`config.mk`:
```
export PLATFORM = sky130hd
export DESIGN_NAME = axi4_lite_master
export DESIGN_NICKNAME = d
export VERILOG_FILES = /design/src/rtl/axi4_lite_master_pkg.sv /design/src/rtl/axi4_lite_master.sv
export SDC_FILE = /design/constraint.sdc
export NUM_CORES = 1
export LEC_CHECK = 0
export CORE_AREA = 2 2 114 116
export CTS_BUF_LIST = sky130_fd_sc_hd__clkbuf_4 sky130_fd_sc_hd__clkbuf_8
export DETAILED_ROUTE_END_ITERATION = 8
export DIE_AREA = 0 0 116 118
export GPL_TIMING_DRIVEN = 0
export PLACE_DENSITY = 0.92
export SETUP_SLACK_MARGIN = 0.3
export SYNTH_ARGS = -nofsm -noshare
export SYNTH_HDL_FRONTEND = slang
export SYNTH_SLANG_ARGS = --single-unit
```
`constraint.sdc`:
```
create_clock -name aclk -period 4.8 [get_ports aclk]
set_clock_uncertainty 0.15 [all_clocks]
set_input_delay 0.72 -clock aclk [delete_from_list [all_inputs] [get_ports aclk]]
set_output_delay 0.72 -clock aclk [all_outputs]
set_load 0.01 [all_outputs]
```
`src/rtl/axi4_lite_master_pkg.sv`:
```
// Shared AXI4-Lite definitions: response codes, command/response records and master FSM encoding.
// Build option AXI4_LITE_MST_TIMEOUT_EN enables the master's transaction watchdog.
package axi4_lite_master_pkg;

  localparam logic [1:0] RESP_OKAY   = 2'b00;
  localparam logic [1:0] RESP_EXOKAY = 2'b01;
  localparam logic [1:0] RESP_SLVERR = 2'b10;
  localparam logic [1:0] RESP_DECERR = 2'b11;

  localparam int DEFAULT_TIMEOUT_CYCLES = 1024;

  // Record layout for 32-bit sequencer-side command/response ports.
  typedef struct packed {
    logic        write;
    logic [31:0] addr;
    logic [31:0] wdata;
    logic [3:0]  wstrb;
  } axi_lite_cmd_t;

  typedef struct packed {
    logic        write;
    logic [31:0] rdata;
    logic [1:0]  resp;
  } axi_lite_rsp_t;

  typedef logic [2:0] mst_state_t;

  localparam mst_state_t ST_IDLE         = 3'd0;
  localparam mst_state_t ST_WR_ADDR_DATA = 3'd1;
  localparam mst_state_t ST_WR_RESP      = 3'd2;
  localparam mst_state_t ST_RD_ADDR      = 3'd3;
  localparam mst_state_t ST_RD_DATA      = 3'd4;
  localparam mst_state_t ST_RSP          = 3'd5;

endpackage

```
`src/rtl/axi4_lite_master.sv`:
```
// Single-outstanding AXI4-Lite initiator: command port in, AW/W/B or AR/R on the bus, response port out.
// Build option AXI4_LITE_MST_TIMEOUT_EN adds a per-phase watchdog and the sticky timeout_err output.
module axi4_lite_master
  import axi4_lite_master_pkg::*;
#(
  parameter int ADDR_WIDTH     = 32,
  parameter int DATA_WIDTH     = 32,
  parameter int TIMEOUT_CYCLES = DEFAULT_TIMEOUT_CYCLES,
  localparam int STRB_WIDTH    = DATA_WIDTH / 8
) (
  input  logic                  aclk,
  input  logic                  aresetn,
  input  logic                  cmd_valid,
  output logic                  cmd_ready,
  input  logic                  cmd_write,
  input  logic [ADDR_WIDTH-1:0] cmd_addr,
  input  logic [DATA_WIDTH-1:0] cmd_wdata,
  input  logic [STRB_WIDTH-1:0] cmd_wstrb,
  output logic                  rsp_valid,
  input  logic                  rsp_ready,
  output logic                  rsp_write,
  output logic [DATA_WIDTH-1:0] rsp_rdata,
  output logic [1:0]            rsp_resp,
`ifdef AXI4_LITE_MST_TIMEOUT_EN
  output logic                  timeout_err,
`endif
  output logic                  awvalid,
  input  logic                  awready,
  output logic [ADDR_WIDTH-1:0] awaddr,
  output logic [2:0]            awprot,
  output logic                  wvalid,
  input  logic                  wready,
  output logic [DATA_WIDTH-1:0] wdata,
  output logic [STRB_WIDTH-1:0] wstrb,
  input  logic                  bvalid,
  output logic                  bready,
  input  logic [1:0]            bresp,
  output logic                  arvalid,
  input  logic                  arready,
  output logic [ADDR_WIDTH-1:0] araddr,
  output logic [2:0]            arprot,
  input  logic                  rvalid,
  output logic                  rready,
  input  logic [DATA_WIDTH-1:0] rdata,
  input  logic [1:0]            rresp
);

  mst_state_t            state_q, state_d;
  logic                  awvalid_q, awvalid_d;
  logic                  wvalid_q, wvalid_d;
  logic                  bready_q, bready_d;
  logic                  arvalid_q, arvalid_d;
  logic                  rready_q, rready_d;
  logic [ADDR_WIDTH-1:0] addr_q, addr_d;
  logic [DATA_WIDTH-1:0] wdata_q, wdata_d;
  logic [STRB_WIDTH-1:0] wstrb_q, wstrb_d;
  logic                  rsp_valid_q, rsp_valid_d;
  logic                  rsp_write_q, rsp_write_d;
  logic [DATA_WIDTH-1:0] rsp_rdata_q, rsp_rdata_d;
  logic [1:0]            rsp_resp_q, rsp_resp_d;

  logic cmd_fire, aw_fire, w_fire, b_fire, ar_fire, r_fire, rsp_fire;

  assign cmd_ready = (state_q == ST_IDLE);
  assign cmd_fire  = cmd_valid & cmd_ready;
  assign aw_fire   = awvalid_q & awready;
  assign w_fire    = wvalid_q & wready;
  assign b_fire    = bready_q & bvalid;
  assign ar_fire   = arvalid_q & arready;
  assign r_fire    = rready_q & rvalid;
  assign rsp_fire  = rsp_valid_q & rsp_ready;

`ifdef AXI4_LITE_MST_TIMEOUT_EN
  localparam int TMO_W = $clog2(TIMEOUT_CYCLES + 1);

  logic [TMO_W-1:0] tmo_cnt_q, tmo_cnt_d;
  logic             timeout_err_q, timeout_err_d;
  logic             tmo_waiting, tmo_handshake, tmo_hit;

  assign tmo_waiting   = (state_q == ST_WR_ADDR_DATA) || (state_q == ST_WR_RESP) ||
                         (state_q == ST_RD_ADDR) || (state_q == ST_RD_DATA);
  assign tmo_handshake = aw_fire | w_fire | b_fire | ar_fire | r_fire;
  assign tmo_hit       = tmo_waiting && !tmo_handshake &&
                         (tmo_cnt_q == TMO_W'(TIMEOUT_CYCLES - 1));
`endif

  always_comb begin
    state_d     = state_q;
    awvalid_d   = awvalid_q;
    wvalid_d    = wvalid_q;
    bready_d    = bready_q;
    arvalid_d   = arvalid_q;
    rready_d    = rready_q;
    addr_d      = addr_q;
    wdata_d     = wdata_q;
    wstrb_d     = wstrb_q;
    rsp_valid_d = rsp_valid_q;
    rsp_write_d = rsp_write_q;
    rsp_rdata_d = rsp_rdata_q;
    rsp_resp_d  = rsp_resp_q;

    case (state_q)
      ST_IDLE: begin
        if (cmd_fire) begin
          addr_d = cmd_addr;
          if (cmd_write) begin
            wdata_d   = cmd_wdata;
            wstrb_d   = cmd_wstrb;
            awvalid_d = 1'b1;
            wvalid_d  = 1'b1;
            state_d   = ST_WR_ADDR_DATA;
          end else begin
            arvalid_d = 1'b1;
            state_d   = ST_RD_ADDR;
          end
        end
      end
      ST_WR_ADDR_DATA: begin
        // AW and W retire independently; the phase ends once neither is still pending.
        if (aw_fire) awvalid_d = 1'b0;
        if (w_fire)  wvalid_d  = 1'b0;
        if (!awvalid_d && !wvalid_d) begin
          bready_d = 1'b1;
          state_d  = ST_WR_RESP;
        end
      end
      ST_WR_RESP: begin
        if (b_fire) begin
          bready_d    = 1'b0;
          rsp_valid_d = 1'b1;
          rsp_write_d = 1'b1;
          rsp_rdata_d = '0;
          rsp_resp_d  = bresp;
          state_d     = ST_RSP;
        end
      end
      ST_RD_ADDR: begin
        if (ar_fire) begin
          arvalid_d = 1'b0;
          rready_d  = 1'b1;
          state_d   = ST_RD_DATA;
        end
      end
      ST_RD_DATA: begin
        if (r_fire) begin
          rready_d    = 1'b0;
          rsp_valid_d = 1'b1;
          rsp_write_d = 1'b0;
          rsp_rdata_d = rdata;
          rsp_resp_d  = rresp;
          state_d     = ST_RSP;
        end
      end
      ST_RSP: begin
        if (rsp_fire) begin
          rsp_valid_d = 1'b0;
          state_d     = ST_IDLE;
        end
      end
      default: state_d = ST_IDLE;
    endcase

`ifdef AXI4_LITE_MST_TIMEOUT_EN
    // Abandon the bus transaction; with bready/rready low a late B/R beat is never taken.
    if (tmo_hit) begin
      awvalid_d   = 1'b0;
      wvalid_d    = 1'b0;
      bready_d    = 1'b0;
      arvalid_d   = 1'b0;
      rready_d    = 1'b0;
      rsp_valid_d = 1'b1;
      rsp_write_d = (state_q == ST_WR_ADDR_DATA) || (state_q == ST_WR_RESP);
      rsp_rdata_d = DATA_WIDTH'(32'hDEADBEEF);
      rsp_resp_d  = RESP_SLVERR;
      state_d     = ST_RSP;
    end

    timeout_err_d = timeout_err_q | tmo_hit;
    if (!tmo_waiting || tmo_handshake || (state_d != state_q)) tmo_cnt_d = '0;
    else                                                       tmo_cnt_d = tmo_cnt_q + 1'b1;
`endif
  end

  always_ff @(posedge aclk or negedge aresetn) begin
    if (!aresetn) begin
      state_q     <= ST_IDLE;
      awvalid_q   <= 1'b0;
      wvalid_q    <= 1'b0;
      bready_q    <= 1'b0;
      arvalid_q   <= 1'b0;
      rready_q    <= 1'b0;
      addr_q      <= '0;
      wdata_q     <= '0;
      wstrb_q     <= '0;
      rsp_valid_q <= 1'b0;
      rsp_write_q <= 1'b0;
      rsp_rdata_q <= '0;
      rsp_resp_q  <= '0;
    end else begin
      state_q     <= state_d;
      awvalid_q   <= awvalid_d;
      wvalid_q    <= wvalid_d;
      bready_q    <= bready_d;
      arvalid_q   <= arvalid_d;
      rready_q    <= rready_d;
      addr_q      <= addr_d;
      wdata_q     <= wdata_d;
      wstrb_q     <= wstrb_d;
      rsp_valid_q <= rsp_valid_d;
      rsp_write_q <= rsp_write_d;
      rsp_rdata_q <= rsp_rdata_d;
      rsp_resp_q  <= rsp_resp_d;
    end
  end

`ifdef AXI4_LITE_MST_TIMEOUT_EN
  always_ff @(posedge aclk or negedge aresetn) begin
    if (!aresetn) begin
      tmo_cnt_q     <= '0;
      timeout_err_q <= 1'b0;
    end else begin
      tmo_cnt_q     <= tmo_cnt_d;
      timeout_err_q <= timeout_err_d;
    end
  end

  assign timeout_err = timeout_err_q;
`endif

  assign awvalid   = awvalid_q;
  assign awaddr    = addr_q;
  assign awprot    = 3'b000;
  assign wvalid    = wvalid_q;
  assign wdata     = wdata_q;
  assign wstrb     = wstrb_q;
  assign bready    = bready_q;
  assign arvalid   = arvalid_q;
  assign araddr    = addr_q;
  assign arprot    = 3'b000;
  assign rready    = rready_q;
  assign rsp_valid = rsp_valid_q;
  assign rsp_write = rsp_write_q;
  assign rsp_rdata = rsp_rdata_q;
  assign rsp_resp  = rsp_resp_q;

endmodule

```
# Word level (Yosys, flattened, before mapping)
# Cells that the tools add are included.
# op_classes
bitwise_logic,7
n_eq_ne,13
reduce_logical,19
mux,37
# op_table
cell,count
two-way mux 32 bit,2
one-hot mux 32 bit (2 select lines),1
two-way mux 3 bit,6
one-hot mux 3 bit (6 select lines),1
two-way mux 1 bit,16
AND reduction 3 bit,5
"inequality test 2 bit, second input constant",6
one-hot mux 1 bit (2 select lines),6
nonzero test 2 bit,5
AND reduction 4 bit,2
AND 1 bit,7
"equality test 3 x 2 -> 1 bit, second input constant",2
"equality test 3 bit, second input constant",2
two-way mux 2 bit,3
AND reduction 6 bit,1
"inequality test 2 x 1 -> 1 bit, second input constant",2
one-hot mux 2 bit (2 select lines),1
"equality test 3 x 1 -> 1 bit, second input constant",1
logical NOT 3 bit,1
one-hot mux 1 bit (3 select lines),1
nonzero test 3 bit,1
logical NOT 1 bit,2
AND reduction 2 bit,1
logical AND 1 bit,1
# word_totals
in_bits,114
wordCells,89
ff_bits,112
out_inout_bits,148

# Longest topological paths before layout
# Gate-level depths: netlist (run 1).
# depth
ltp_word,7
mapped_depth,7
depth_no_buf,5

# Worst setup path after synthesis (run 1)
# Ideal clock, no wire load.
# synth_path
path_kind,input-to-reg
start,input port cmd_valid
end,register state_q[0]
path_buffers,0
t_required_ns,4.525
t_arrival_ns,1.698
setup_slack_ns,2.827
path_stages,4
setup_time_ns,0.125
path_cell_list,or3_2 a21oi_1 or3_4 mux2_4
# synth_between
elab_chain_cells,3
# synth_rtl
element,line,source
start: declaration,axi4_lite_master.sv:13,"input logic cmd_valid,"
AND 1 bit,axi4_lite_master.sv:65,assign cmd_fire = cmd_valid & cmd_ready;
inequality test 2 x 1 -> 1 bit (no source line),n/a,
AND reduction 6 bit (no source line),n/a,
end signal: assignment,axi4_lite_master.sv:200,state_q <= state_d;
end: declaration,axi4_lite_master.sv:48,"mst_state_t state_q, state_d;"
# No other way between the ends.
# A chain may end at the register's enable or synchronous reset.

# Worst setup path in the final report (run 1)
# layout_path
start,register state_q[1]
end,output port cmd_ready
# layout_between
elab_chain_cells,1
# layout_rtl
element,line,source
logical NOT 3 bit,axi4_lite_master.sv:64,assign cmd_ready = (state_q == ST_IDLE);
end: declaration,axi4_lite_master.sv:14,"output logic cmd_ready,"
# No other way between the ends.

==> impl_summary.md, run 1 <==
Power and ir drop
In this run the static leakage power is 3.71 nW. The maximum vdd drop is 139 uV. Dividing total power by cell area gives a power density of 214 mW/mm2.

Global routing
The via count of the first global-routing pass came to 3,912. The number of antenna violations at the first check in global routing is 0. The leftover overflow at the end of global routing is 0. The first-pass GRT wire length is 20,300 um. Entering global routing, the biggest net connects 65 pins. Global routing consumed, over all layers together, 19.0% of the routing resources.

Setup path
The classification of the worst setup path is flop to primary output. The required time of the critical path is 3.93 ns. For the worst setup path, the data arrival time is 1.76 ns. The endpoint type of the worst setup path is a primary output. Of all nets on the critical path, the largest fanout is 7.

The kind of start point of the critical path is a flop.

Synth
For this run, the number of Yosys warnings is 0. The sequential-to-total area share from yosys stat is 57.4%. The distinct cell type count after synthesis is 39. The largest total area in the synthesized netlist belongs to sky130_fd_sc_hd__dfrtp_1. Among all flip-flop cells after synthesis, the most frequent one is sky130_fd_sc_hd__dfrtp_1. The mean area per synthesized cell is 14.6 um2. Yosys instantiated no cell more often than sky130_fd_sc_hd__dfrtp_1. The register bit count reported by yosys is 112. For this run, asynchronously set or reset flops after synthesis account for 100%. The cell area after technology mapping is 0.00489 mm2. In the post-synthesis netlist, the biggest area contributors are sky130_fd_sc_hd__dfrtp_1 (57%), sky130_fd_sc_hd__mux2_4 (9.5%), sky130_fd_sc_hd__mux2_2 (8.8%). The top cell type by area accounts for 57.4% of the synthesized area. The gate count of the mapped netlist is 335. The number of enable-type register cells in the synthesized netlist is 0.

The commonest cells after synthesis are sky130_fd_sc_hd__dfrtp_1 (112), sky130_fd_sc_hd__buf_4 (39), sky130_fd_sc_hd__mux2_2 (38), sky130_fd_sc_hd__mux2_4 (31), sky130_fd_sc_hd__a22o_1 (30).

Timing
After layout, the worst path uses 54.8% of the clock period. The number of max-slew violations in the final report is 0. Setup violations remaining at the end of the flow were counted as 0. The worst pin sits at a relative slew slack of 44.5%. The achievable clock frequency is 380 MHz. The final number of hold-violating endpoints is 0. Setup total negative slack on the finished layout was measured at 0 ns. Setup repair after global routing left no endpoint under its margin. At the pin with the least slew margin, the transition time is 0.832 ns. The shortest clock period the worst path allows after layout is 2.63 ns.

Die
In this run the core area contains 41 standard-cell rows. Pin placement for this block handled 262 I/O pins. The y dimension of the die is 118 um. For this configuration, the core starts out at a cell density of 39.4%.

The core region is 0.0124 mm2. Measured along the x axis, the die boundary spans 116 um. The die footprint is 0.0137 mm2.

CTS
The number of buffers inserted by post-CTS setup repair is 0. In this run the clock root is driven by a sky130_fd_sc_hd__clkbuf_8. The number of H-tree levels is 3. CTS saw 112 sinks.

The post-cts gate resize count is 0. The hold buffer count at CTS is 0. The CTS tree is done. For the worst-skew pair, the clock arrives at the later sink with an insertion delay of 0.37 ns.

The number of buffers on the longest clock path is 2. After clock tree synthesis, the clock-pin slew on the worst setup and hold paths is 0.10 ns. The number of buffers created by CTS is 9.

Drt
The count of nets left with antenna violations once routing finished came out at 0. The final routed wire length divided by cell count is 16.5 um. The first TritonRoute pass finished after 4 iterations. The initial detailed-routing violation count is 181. The average via count per standard cell is 4.61. The final routed wirelength across all metal layers is 13,000 um.

Detailed routing inserted a total of 3,616 vias. The detailed-route DRC error count is 0.

Hold path
The classification of the worst-slack hold path is primary input to async pin.

Placed design
During placement, the flow inserted port buffers numbering 255. The placed standard-cell area is 0.00770 mm2. Summed over all nets, the half-perimeter wirelength after detailed placement is 10,100 um. The routability congestion estimate from global placement is 0.761.

Final layout
The filler cell count is 928. In the final layout, the multi-input gates occupy 0.00161 mm2. The post-route netlist has 25.3% of its cells at a drive strength greater than 1. Relative to the synthesized area, the layout overhead comes to 62.2%. After the last flow step, the layout net total stands at 721. 0 antenna diodes ended up in the layout. The final design area excluding fillers is 0.00792 mm2. Summing all flip-flop and latch instances after layout gives 0.00280 mm2.

Outcome
The run finished with clean final reports.

Run
The number of max-cap violations is 0.
## state kept, by name, summed over array words and instances (netlist names)
| register | count |
|---|---|
| araddr | 32 |
| rsp_rdata | 32 |
| wdata | 32 |
| wstrb | 4 |
| state_q | 3 |
| rsp_resp | 2 |
| arvalid | 1 |
| awvalid | 1 |
| bready | 1 |
| rready | 1 |
| rsp_valid | 1 |
| rsp_write | 1 |
| wvalid | 1 |
## cell type report
class	count	share of cell area, %
flip-flops and latches	112	35.4
repair buffers	256	32.5
multi-input cells	166	20.3
plain buffers	55	5.91
well taps	172	2.72
clock buffers	9	1.56
clock inverters	7	1.29
inverters	7	0.332
## worst max-delay path, cell delays in order, from the launching register on
cell and delay [ns]:
sky130_fd_sc_hd__dfrtp_1 0.52, sky130_fd_sc_hd__nor3_4 0.27, sky130_fd_sc_hd__clkdlybuf4s50_1 0.60
## worst paths after layout
kind	startpoint	slack, ns	to	cells after the start
min in group aclk	rsp_resp[0]	0.34	rsp_resp[0]	2
max in group asynchronous	aresetn	3.50	rsp_resp[0]	2
worst max register to register	state_q[2]	2.71	state_q[0]	6
worst min-delay path	aresetn	0.28	araddr[9]	1
worst min register to register	rsp_resp[0]	0.34	rsp_resp[0]	2
worst max-delay path	state_q[1]	2.17	cmd_ready	2
## logic make-up after synthesis
family	Yosys count	synth area share, %
AND/OR/NAND/NOR	31	4.43
multiplexers	71	18.7
other	1	0.0768
AO/OA/AOI/OAI	57	8.76
XOR/XNOR	1	0.563
flip-flops	112	57.4
buffers and inverters	62	10.1
## through the flow
| stage | std cells | power (mW) | utilization, % | hold WS, ns | setup slack (ns) |
|---|---|---|---|---|---|
| 4_1_cts | 784 | 1.73 | 63.8 | 0.296 | 2.12 |
| 5_1_grt | 784 | 1.77 | 63.8 | 0.320 | 2.08 |
| 2_1_floorplan | 340 | 0.970 | - | 0.274 | 2.83 |
| 6_report | 784 | 1.70 | 63.8 | 0.282 | 2.17 |
| 3_5_place_dp | 768 | 1.09 | 62.0 | 0.319 | 2.20 |
| 3_3_place_gp | 767 | 1.08 | 61.8 | 0.314 | -1.21 |
## layer usage
metal | wire [um] | global-route usage (%)
met1 | 4860 | 21.4
met4 | 244 | 6.92
met3 | 1030 | 5.56
met2 | 6820 | 33.7
met5 | 0 | 0
## where the power goes
part	internal (mW)	switching, mW	total, mW
Combinational	0.0868	0.0382	0.125
Clock	0.300	0.330	0.629
Sequential	0.943	0	0.943
## cell usage in the layout (no fill, tap or decap), types with 4 or more instances in the layout
| master | synthesis | final |
|---|---|---|
| sky130_fd_sc_hd__dfrtp_1 | 112 | 112 |
| sky130_fd_sc_hd__conb_1 | 1 | 6 |
| sky130_fd_sc_hd__nor2_1 | 5 | 5 |
| sky130_fd_sc_hd__inv_1 | 5 | 5 |
| sky130_fd_sc_hd__a22o_1 | 30 | 30 |
| sky130_fd_sc_hd__buf_4 | 39 | 40 |
| sky130_fd_sc_hd__mux2_4 | 31 | 31 |
| sky130_fd_sc_hd__nand2_1 | 9 | 9 |
| sky130_fd_sc_hd__a21oi_1 | 13 | 13 |
| sky130_fd_sc_hd__clkdlybuf4s50_1 | 0 | 254 |
| sky130_fd_sc_hd__buf_6 | 9 | 9 |
| sky130_fd_sc_hd__clkbuf_8 | 1 | 10 |
| sky130_fd_sc_hd__o21ai_0 | 4 | 4 |
| sky130_fd_sc_hd__mux2_2 | 38 | 38 |
(Power assumes the default switching activity.)
==> inputs of run 2 (changes only) <==
Settings changed: CORE_AREA 2 2 114 116 to 2 2 118 120, DIE_AREA 0 0 116 118 to 0 0 120 122, PLACE_DENSITY 0.92 to 0.9.
Clock period 4.8 ns to 2.2 ns, I/O delays scaled along.
==> run 2 against run 1 <==
Compared with the run above: sequential cell count stayed put; setup slack got worse by 1.9 ns; cell area grew 4.2%; via count is 4.9% higher; sequential power is 120% higher; clock power increased by 92%; first-iteration DRC count is 15% lower; total power grew 110%; register-to-register slack got worse by 2.4 ns; combinational power grew 120%; core utilization decreased by 2.7 points; largest cell class unchanged; highest routed layer unchanged.
==> impl_summary.md, run 2 (same netlist as run 1, synthesis figures left out) <==
Outcome
The flow ran to the end, and the final reports show no timing, DRC or antenna violations.

Timing
The worst hold margin came to 0.337 ns (+0.0544 ns). The final worst-path setup slack is 0.290 ns (-1.88 ns). Setup repair after global routing could not meet its margin everywhere.

The number of max-slew violations in the final report is 0 (unchanged). The measured slew at the worst slew-check pin is 0.582 ns (-0.250 ns). The final number of hold-violating endpoints was 0 (unchanged). The worst relative slew slack is 61.2% (+17 points). The total negative slack for setup checks came to 0 ns (unchanged). The final cycle utilization of the critical path is 86.8%. The routed design could run at a clock period as short as 1.91 ns. The count of final setup violators was 0 (unchanged). For this run, the top clock speed supported by timing is 524 MHz.

Hold path
The worst hold path belongs to the class primary input to async pin.

Die
The overall die width was 120 um (+3.4%). The number of primary I/O pins is 262 (unchanged). The number of standard-cell rows in the floorplan is 43 (+4.9%). The area of the placeable core is 0.0135 mm2 (+8.8%). The die footprint came to 0.0146 mm2 (+7.0%). The initial core utilization is 36.2% (-3.2 points). The y dimension of the die is 122 um (+3.4%).

Setup path
STA classifies the critical path startpoint as a flop. The critical path startpoint is state_q[1]. The maximum fanout along the worst path came to 6 (-1). The critical path data arrival time is 2.02 ns (+0.26 ns). The worst flop-to-flop path endpoint is wdata[4]. The stage delay of the slowest cell on the critical path came to 0.42 ns (-0.18 ns).

The slowest stage of the critical path is the sky130_fd_sc_hd__dfrtp_2 cell. The beginning of the worst register-to-register path is state_q[1]. The capturing element of the worst setup path is wdata[4]. The classification of the worst setup path is flop to flop. The required time of the critical path was 2.31 ns (-1.62 ns). The endpoint type of the worst setup path is a flop. The number of cells on the worst reg-to-reg path is 8 (+2).

The signal on the critical path passes through buf_4 -> nor3_4 -> and2_4 -> buf_6 -> nand2_8 -> buf_6 -> buf_4 -> mux2_2. The worst-case register-to-register setup slack is 0.29 ns (-2.42 ns).

Drt
The total iterations of the first detailed-routing run is 4 (unchanged). The detailed-route DRC error count was 0 (unchanged). The final routed wire length divided by cell count is 17.4 um (+5.1%).

The average via count per standard cell is 4.69 (+1.7%). The initial detailed-routing violation count is 153 (-15%). The count of antenna-violating nets left after detailed routing came to 0 (unchanged). The final routed wirelength across all metal layers is 14,100 um (+8.5%). The total vias in the final route was 3,793 (+4.9%).

Final layout
The layout overhead on the synthesized area is 69.0%. The count of non-filler cells in the finished layout came to 809 (+3.2%). In the layout the commonest cells are sky130_fd_sc_hd__clkdlybuf4s50_1 (218), sky130_fd_sc_hd__dfrtp_1 (109), sky130_fd_sc_hd__buf_4 (51).

The final net count is 738 (+2.4%). Leaving out fill and tap cells, the most frequent cell in the layout is sky130_fd_sc_hd__clkdlybuf4s50_1. The layout cell share with drive strength beyond 1 came to 28.3% (+3.0 points).

The filler cell count is 1,021 (+10%). The antenna diode instance count came to 0 (unchanged).

Global routing
The first-pass GRT wire length came to 20,900 um (+3.1%). The largest net degree at the start of global routing is 69 (+6.2%). The leftover overflow at the end of global routing came to 0 (unchanged). The via count of the first global-routing pass is 4,001 (+2.3%). The overall routing resource usage is 18.5% (-0.54 points). The number of antenna violations at the first check in global routing is 0 (unchanged).

Placed design
The number of instances in the placed design is 776 (+1.0%). The HPWL reported at the end of detailed placement is 10,300 um (+1.7%). The number of input and output port buffers inserted is 255 (unchanged). The minimum setup slack after placement is -0.00887 ns (-2.21 ns). The routability congestion estimate from global placement is 0.827 (+8.7%).

Power and ir drop
The power density relative to cell area came to 430 mW/mm2 (+100%). The maximum vdd drop is 246 uV (+77%). The leakage power total is 4.35 nW (+17%).

CTS
The worst-skew pair later-pin latency is 0.36 ns (about the same). The number of H-tree levels is 3 (unchanged). The number of buffers on the longest clock path is 2 (unchanged). The number of buffers created by CTS came to 9 (unchanged). The clock net sink count is 112 (unchanged). The CTS root buffer is sky130_fd_sc_hd__clkbuf_8. The clock edge transition at the registers on the reported setup and hold paths was 0.12 ns (+0.02 ns).

TritonCTS built the clock tree.

Run
The number of max-cap violations was 0 (unchanged).
run 2: critical path, delay by kind of cell (launching register included):
family | cells | cell delay [ns]
DFF | 1 | 0.42
muxes | 1 | 0.25
and+or+nand+nor | 3 | 0.42
buffers and inverters | 4 | 0.57
run 2: power by group:
group	leakage [nW]	total, mW	internal (mW)	switching (mW)
clock network	0.0982	1.21	0.472	0.743
registers	1.56	2.06	2.06	0
logic	2.70	0.276	0.191	0.0847
run 2: layout make-up:
class	instances	area [um2]	area share, %
Sequential cell	112	2810	34.0
Tap cell	180	225	2.73
Clock inverter	6	61.3	0.742
Inverter	7	28.8	0.348
Buffer	55	533	6.45
Timing Repair Buffer	273	2820	34.1
Clock buffer	10	138	1.67
Multi-Input combinational cell	166	1650	20.0
run 2: through the flow:
step           power [mW]  area, um2  util, %
2_1_floorplan        2.12       4900        -
3_3_place_gp         2.36       7680     56.9
3_5_place_dp         2.37       7710     57.1
4_1_cts              3.60       8130     60.2
5_1_grt              3.71       8260     61.2
6_report             3.55       8260     61.2
run 2: worst min path at each step:
stage / cells past startpoint / to / slack, ns
final: 2 / araddr[12] / 0.34
after global routing: 2 / araddr[12] / 0.38
after CTS: 2 / araddr[12] / 0.36
after floorplan: 0 / araddr[0] / -0.12
after detailed placement: 1 / araddr[12] / 0.22
after global placement: 2 / rsp_resp[1] / 0.32
run 2: what timing repair did:
action,in CTS,in global routing
gates resized for setup,34,37
pin swaps,2,1
gates cloned,2,0
endpoints found under the hold margin,44,0
setup endpoints to repair,100,86
buffers inserted,10,4
hold buffers,1,0
run 2: metal layers:
layer / part of all wire [%] / GRT usage [%] / vias up
met1: 38 / 21.2 / 1845
li1: - / - / 1721
met3: 7.4 / 4.59 / 23
met4: 2.3 / 6.84 / 0
met5: 0 / 0 / -
met2: 53 / 33.3 / 204
==> inputs of run 3 (changes only) <==
Settings changed: TNS_END_PERCENT set to 100.
==> results of run 3 <==
No change in the layout: final DEF, timing and power equal those of run 2.
